## config.mk

```make
export PLATFORM = sky130hd
export DESIGN_NAME = demux_router
export DESIGN_NICKNAME = d
export VERILOG_FILES = /design/src/rtl/demux_pkg.sv /design/src/rtl/demux_slot.sv /design/src/rtl/demux_router.sv
export SDC_FILE = /design/constraint.sdc
export NUM_CORES = 1
export LEC_CHECK = 0
export CAP_MARGIN = 20
export CORE_UTILIZATION = 25
export CTS_CLUSTER_DIAMETER = 60
export CTS_CLUSTER_SIZE = 12
export DETAILED_ROUTE_END_ITERATION = 10
export DONT_BUFFER_PORTS = 1
export GPL_ROUTABILITY_DRIVEN = 1
export PLACE_DENSITY = 0.52
export SETUP_SLACK_MARGIN = 0.5
export SYNTH_ARGS = -nofsm -noshare
export SYNTH_HDL_FRONTEND = slang
export SYNTH_SLANG_ARGS = --single-unit
```

## constraint.sdc

```tcl
create_clock -name clk -period 1.8 [get_ports clk]
set_clock_uncertainty 0.2 [all_clocks]
set_input_delay 0.54 -clock clk [delete_from_list [all_inputs] [get_ports clk]]
set_output_delay 0.54 -clock clk [all_outputs]
set_load 0.05 [all_outputs]
```

## src/rtl/demux_pkg.sv

```systemverilog
// Shared constants and slot-state type for the demux router.
package demux_pkg;

  localparam int DEF_DATA_W = 8;
  localparam int DEF_N_OUT  = 4;

  typedef enum logic {
    EMPTY = 1'b0,
    FULL  = 1'b1
  } slot_state_t;

endpackage

```

## src/rtl/demux_slot.sv

```systemverilog
// One-entry register slice feeding one demux output; data reads zero while empty.
module demux_slot
  import demux_pkg::*;
#(
  parameter int DATA_W = DEF_DATA_W
) (
  input  logic              clk,
  input  logic              rst_n,
  input  logic              load,
  input  logic [DATA_W-1:0] word,
  input  logic              ready,
  output logic [DATA_W-1:0] data,
  output logic              free,
  output slot_state_t       state
);

  slot_state_t       state_next;
  logic [DATA_W-1:0] data_q;

  always_ff @(posedge clk or negedge rst_n) begin
    if (!rst_n) begin
      state <= EMPTY;
    end else begin
      state <= state_next;
    end
  end

  // A drain in the same cycle as a load keeps the slot FULL with the new word.
  always_comb begin
    state_next = state;
    case (state)
      EMPTY: if (load)           state_next = FULL;
      FULL:  if (ready && !load) state_next = EMPTY;
    endcase
  end

  always_ff @(posedge clk or negedge rst_n) begin
    if (!rst_n) begin
      data_q <= '0;
    end else if (load) begin
      data_q <= word;
    end
  end

  assign data = (state == FULL) ? data_q : '0;
  assign free = (state == EMPTY) || ready;

endmodule

```

## src/rtl/demux_router.sv

```systemverilog
// Registered 1-to-N demultiplexer with a one-entry slot per output and broadcast.
// Handshake: a transfer happens on a rising edge where valid and ready are both 1;
// ready never depends on valid, and a producer holds its payload while valid && !ready.
module demux_router
  import demux_pkg::*;
#(
  parameter int DATA_W = DEF_DATA_W,
  parameter int N_OUT  = DEF_N_OUT,
  parameter int SEL_W  = $clog2(N_OUT)
) (
  input  logic                    clk,
  input  logic                    rst_n,
  input  logic                    in_valid,
  output logic                    in_ready,
  input  logic [DATA_W-1:0]       in_data,
  input  logic [SEL_W-1:0]        in_sel,
  input  logic                    in_bcast,
  output logic [N_OUT-1:0]        out_valid,
  input  logic [N_OUT-1:0]        out_ready,
  output logic [N_OUT*DATA_W-1:0] out_data,
  output logic                    err_sel
);

  localparam int                SELX_W  = SEL_W + 1;
  localparam logic [SELX_W-1:0] N_OUT_X = SELX_W'(N_OUT);

  logic [N_OUT-1:0] target;
  logic [N_OUT-1:0] free;
  logic [N_OUT-1:0] load;
  logic             sel_bad;
  logic             accept;
  slot_state_t      slot_state [N_OUT];

  // An out-of-range unicast has no target: it is accepted and dropped.
  assign sel_bad  = !in_bcast && ({1'b0, in_sel} >= N_OUT_X);
  assign in_ready = &(~target | free);
  assign accept   = in_valid && in_ready;
  assign load     = accept ? target : '0;

  for (genvar i = 0; i < N_OUT; i++) begin : g_slot
    assign target[i]    = in_bcast || (in_sel == SEL_W'(i));
    assign out_valid[i] = (slot_state[i] == FULL);

    demux_slot #(.DATA_W(DATA_W)) u_slot (
      .clk   (clk),
      .rst_n (rst_n),
      .load  (load[i]),
      .word  (in_data),
      .ready (out_ready[i]),
      .data  (out_data[i*DATA_W +: DATA_W]),
      .free  (free[i]),
      .state (slot_state[i])
    );
  end

  always_ff @(posedge clk or negedge rst_n) begin
    if (!rst_n) begin
      err_sel <= 1'b0;
    end else if (accept && sel_bad) begin
      err_sel <= 1'b1;
    end
  end

endmodule

```

# After elaboration in Yosys (flattened, before gate mapping)
# Index checks and enable logic that the tools add are counted.
dict set report classes {
  n_addsub 0
  multipliers 0
  div_mod_pow 0
  n_lt_le_gt_ge 0
  eq_ne 3
  shift 0
  mux 17
  bitwise_logic 6
  reduce_logical 19
}
# operator n
set op_table {}
lappend op_table {{$mux W8} 4}
lappend op_table {{$logic_or A1 B1 Y1} 8}
lappend op_table {{$mux W1} 8}
lappend op_table {{$pmux W1 S2} 4}
lappend op_table {{$logic_and A1 B1 Y1} 5}
lappend op_table {{$eq A2 B2 Y1 const B} 2}
lappend op_table {{$logic_not A1 Y1} 4}
lappend op_table {{$mux W4} 1}
lappend op_table {{$not A1 Y1} 4}
lappend op_table {{$not A4 Y4} 1}
lappend op_table {{$or A4 B4 Y4} 1}
lappend op_table {{$reduce_and A4 Y1} 1}
lappend op_table {{$eq A2 B1 Y1 const B} 1}
lappend op_table {{$logic_not A2 Y1} 1}
dict set report word_totals {
  register_bits 36
  latchBits 0
  mem_bits_rw 0
  mem_bits_ro 0
  inputBits 18
  output_inout_bits 38
  word_cells 53
  mem_count 0
}

# Depth between registers and ports, before layout
dict set report logic_depth {
  depth_word 11
  depth_mapped 6
  mapped_depth_nobuf 5
}

# By module
# From an unflattened synthesis, not the netlist that was laid out.
dict set report hier_totals {
  cells_unflattened 131
  hier_area_um2 1798.0
}
# mod instances cells_each area_per_inst_um2 seq_area_each_um2
set by_module_without_submodules {}
lappend by_module_without_submodules {demux_slot 4 28 419.2 225.2}
lappend by_module_without_submodules {demux_router 1 19 121.4 0.0}

# Worst setup path after synthesis
# No wires, ideal clock.
dict set report synth_timing {
  path_type {input-to-output}
  startpoint {input in_sel[0]}
  endpoint {output in_ready}
  arrival_ns 1.654
  t_required_ns 1.060
  path_slack_ns -0.594
  path_stages 4
  n_path_buf 0
  path_cell_list {nor2b_1 -> o21bai_1 -> o221ai_2 -> nor2_1}
}
dict set report synth_between {
  elab_chain_cells 5
  elab_cells_between_ends 11
  cone_classes {3 x eq/ne; 2 x bitwise; 6 x reduce/logical}
}
# item line_no
set synth_rtl {}
lappend synth_rtl {{start: declaration} demux_router.sv:16} ;# input logic [SEL_W-1:0] in_sel,
lappend synth_rtl {{$eq A2 B1 Y1 (tied with other cells)} demux_router.sv:41} ;# assign target[i] = in_bcast || (in_sel == SEL_W'(i));
lappend synth_rtl {{$logic_or A1 B1 Y1} demux_router.sv:41}
lappend synth_rtl {{$not A4 Y4 (*)} demux_router.sv:36} ;# assign in_ready = &(~target | free);
lappend synth_rtl {{$or A4 B4 Y4 (*)} demux_router.sv:36}
lappend synth_rtl {{$reduce_and A4 Y1 (*)} demux_router.sv:36}
lappend synth_rtl {{end: declaration} demux_router.sv:14} ;# output logic in_ready,
# Mark *: on every way between the ends. The rest lies on a longest branch, timed or not.

# Worst setup path after layout
dict set report layout_timing {
  startpoint {register g_slot[1].u_slot.state}
  endpoint {output in_ready}
}
dict set report layout_between {
  elab_chain_cells 4
}
# item line_no
set layout_rtl {}
lappend layout_rtl {{start: declaration} demux_slot.sv:14} ;# output slot_state_t state
lappend layout_rtl {{start signal: assignment} demux_slot.sv:24} ;# state <= state_next;
lappend layout_rtl {{$not A1 Y1} --}
lappend layout_rtl {{$logic_or A1 B1 Y1} demux_slot.sv:46} ;# assign free = (state == EMPTY) || ready;
lappend layout_rtl {{$or A4 B4 Y4} demux_router.sv:36}
lappend layout_rtl {{$reduce_and A4 Y1} demux_router.sv:36}
# No other way between the ends.

==> run metrics <==
fin crit share=1.19; Hold Crit Class=input pin to async pin; Crit Path Class=register to output pin; Pre-antenna DRT Iters=4; input/output buffers=0; total chip power=3.46 mW; vias=1121; routability cong.=0.781; worst-case reg-to-reg path depth=5; CTS tree=built; first-pass GRT wire length=6.95 mm; post-place setup slack=-386 ps; Critical Path RT=1060 ps; RSZ-0062 raised after global routing=true; RR Endpoint=g_slot[3].u_slot.data_q[6]; top achievable clock speed=467 MHz; met2 Use GR=0.228; root buffer selected by CTS=clkbuf_8; clk sinks=36; WL final=4.51 mm; Avg Inst Size Synth=13.1 sq um; Layout Nets=185; Tmin final=2140 ps; largest net degree at the start of global routing=37; Iter 0 DRT Violations=27; worst hold slack=-263 ps; clock tree buffer depth=2; Worst EP arrival=1400 ps; Final Worst Setup Slack=-340 ps; Final Max Tran Viols=0; Async S/R FF share, synth=1.00; Area Overhead vs Synth=50.3%; Seq/Total Area, Yosys=0.518; Die Width=85.4 um; Most used DFF post-synth=dfrtp_1; Synth Instances=133; CP max stage delay=410 ps; R2R setup slack=-210 ps; row count=30; syn_nets=151; Final Hold Vio Count=36; Warnings, synthesis=0; r2r startpoint=g_slot[0].u_slot.state; CP max-delay cell=dfrtp_2; CTS Buf Count=5; Layout Cell Area excl Fill=2620 sq um; Synth cell types=24; final setup violation count=66; Power Density=1320 nW/um^2; clk_lat worst skew=290 ps; Mapped Area=1740 sq um; placed cell areas=2100 sq um; peak supply drop=0.367 mV; met1 Resource Use GR=0.141; Worst Path Max Fanout=2; n_diodes=0; status=complete, but fails checks; gr ovfl total=0; GRT Util Overall=0.128; failing checks=negative hold slack, negative setup slack; Routed Antenna Nets=0; Initial Utilization=0.258; crit-path cells=or2b_1, o21bai_4, o221ai_4, nor2_4, buf_12; top-level port count=56; routed vias/inst=4.52; met3 Use GR=0.0438; Die H=85.4 um; maxcap violations=0; Filler cells=642; Core Box Area=6760 sq um; EDFF count, synth=0; hpwl dp=3.05 mm; initial antenna violation count=0; sum of negative setup slack=-9740 ps; CP Launch Type=register; die area=7300 sq um; number of global-route vias before repair=1264; clock-pin slew on the worst setup and hold paths=80 ps; CTS H-tree depth=2; most used routing layer=met2; Leakage=1.19 nW; share of layout cells above drive strength 1=0.756; wire per inst=18.2 um; CP Capture Type=output pin; Yosys reg bits=36; post-route DRC violation count=0
[cells in the mapped netlist, types with 2 or more instances]
cell,count,area (sq um)
and2_1,32,200
buf_4,5,37.5
dfrtp_1,36,901
mux2_2,24,270
mux2_4,8,120
nand2_1,2,7.51
nand2b_1,2,12.5
nor2_1,3,11.3
nor3_2,3,30.0
o31ai_1,3,22.5
or2b_1,2,15.0
[stage by stage]
stage / std cells / util / hold WS, ps
floorplan: 133 / - / 44.4
global route: 248 / 0.387 / -286
detailed placement: 225 / 0.310 / 45.4
global placement: 225 / 0.310 / 45.3
CTS: 237 / 0.360 / -276
finish: 248 / 0.387 / -263
[cell families (layout without fill, tap and decap cells)]
| kind of cell | Yosys count | after routing | synth area share |
|---|---|---|---|
| AO/OA/AOI/OAI | 10 | 10 | 0.0510 |
| buffers and inverters | 7 | 42 | 0.0302 |
| flip-flops | 36 | 36 | 0.518 |
| multiplexers | 32 | 32 | 0.224 |
| other | 1 | 1 | 0.00215 |
| AND/OR/NAND/NOR | 47 | 47 | 0.175 |
[timing repair]
action | CTS | global route
pin swaps | 25 | 7
cloned | 1 | 2
hold endpoints to repair | 36 | 36
endpoints found under the setup margin | 73 | 73
gates resized for setup | 49 | 13
buffers inserted | 3 | 9
[flip-flops by register name, indices dropped and copies added (netlist names)]
name and flops:
g_slot.u_slot.data_q 32, g_slot.u_slot.state 4
[area by class of cell]
class                           count  area [sq um]  area share
Sequential cell                    36           906       0.346
Timing Repair Buffer               33           435       0.166
Inverter                            1          8.76     0.00335
Clock inverter                      3          18.8     0.00717
Clock buffer                        5          68.8      0.0263
Multi-Input combinational cell     90          1080       0.412
Tap cell                           80           100      0.0383
[worst max-delay path by stage]
stage                      startpoint                         end  slack [ps]  depth (start not counted)
4_1_cts        g_slot[1].u_slot.state                    in_ready        -340                          5
3_5_place_dp                in_sel[0]  g_slot[2].u_slot.data_q[6]        -390                          6
5_1_grt        g_slot[1].u_slot.state                    in_ready        -410                          5
2_1_floorplan               in_sel[1]  g_slot[3].u_slot.data_q[0]        -310                          5
6_report       g_slot[1].u_slot.state                    in_ready        -340                          5
3_3_place_gp                in_sel[0]  g_slot[3].u_slot.data_q[2]        -330                          5
[routing by layer]
| metal | vias to the layer above | wire length, um |
|---|---|---|
| met1 | 564 | 1780 |
| met5 | - | 0 |
| met4 | 0 | 67 |
| met2 | 29 | 2400 |
| met3 | 6 | 253 |
| li1 | 522 | - |
[where the power goes]
group	switching [mW]	leakage (nW)	internal, mW	total (mW)
clock network	0.292	0.0479	0.269	0.562
registers	0.148	0.420	1.05	1.20
logic	0.898	0.719	0.803	1.70
total	1.34	1.19	2.12	3.46
[cell usage in the layout (no fill, tap or decap), types with 2 or more instances in the layout]
cell type	synthesis	layout
and2_4	0	32
mux2_4	8	32
dfrtp_1	36	32
buf_6	1	12
buf_4	5	11
buf_12	0	7
clkbuf_8	0	5
dfrtp_2	0	4
nor3_4	0	3
nand2b_4	0	2
nor2_1	3	2
nor2_4	1	2
o21ai_4	0	2
o31ai_4	0	2
nand2_1	2	2
clkinv_2	0	2
clkbuf_16	0	2
[critical path: cells and delay by family, from the launching register on]
| family | cells | cell delay (ps) |
|---|---|---|
| flip-flops | 1 | 410 |
| AND/OR/NAND/NOR | 2 | 290 |
| AO/OA/AOI/OAI | 2 | 280 |
| buffers and inverters | 1 | 140 |
No activity file was read; power rests on OpenSTA's default activity.
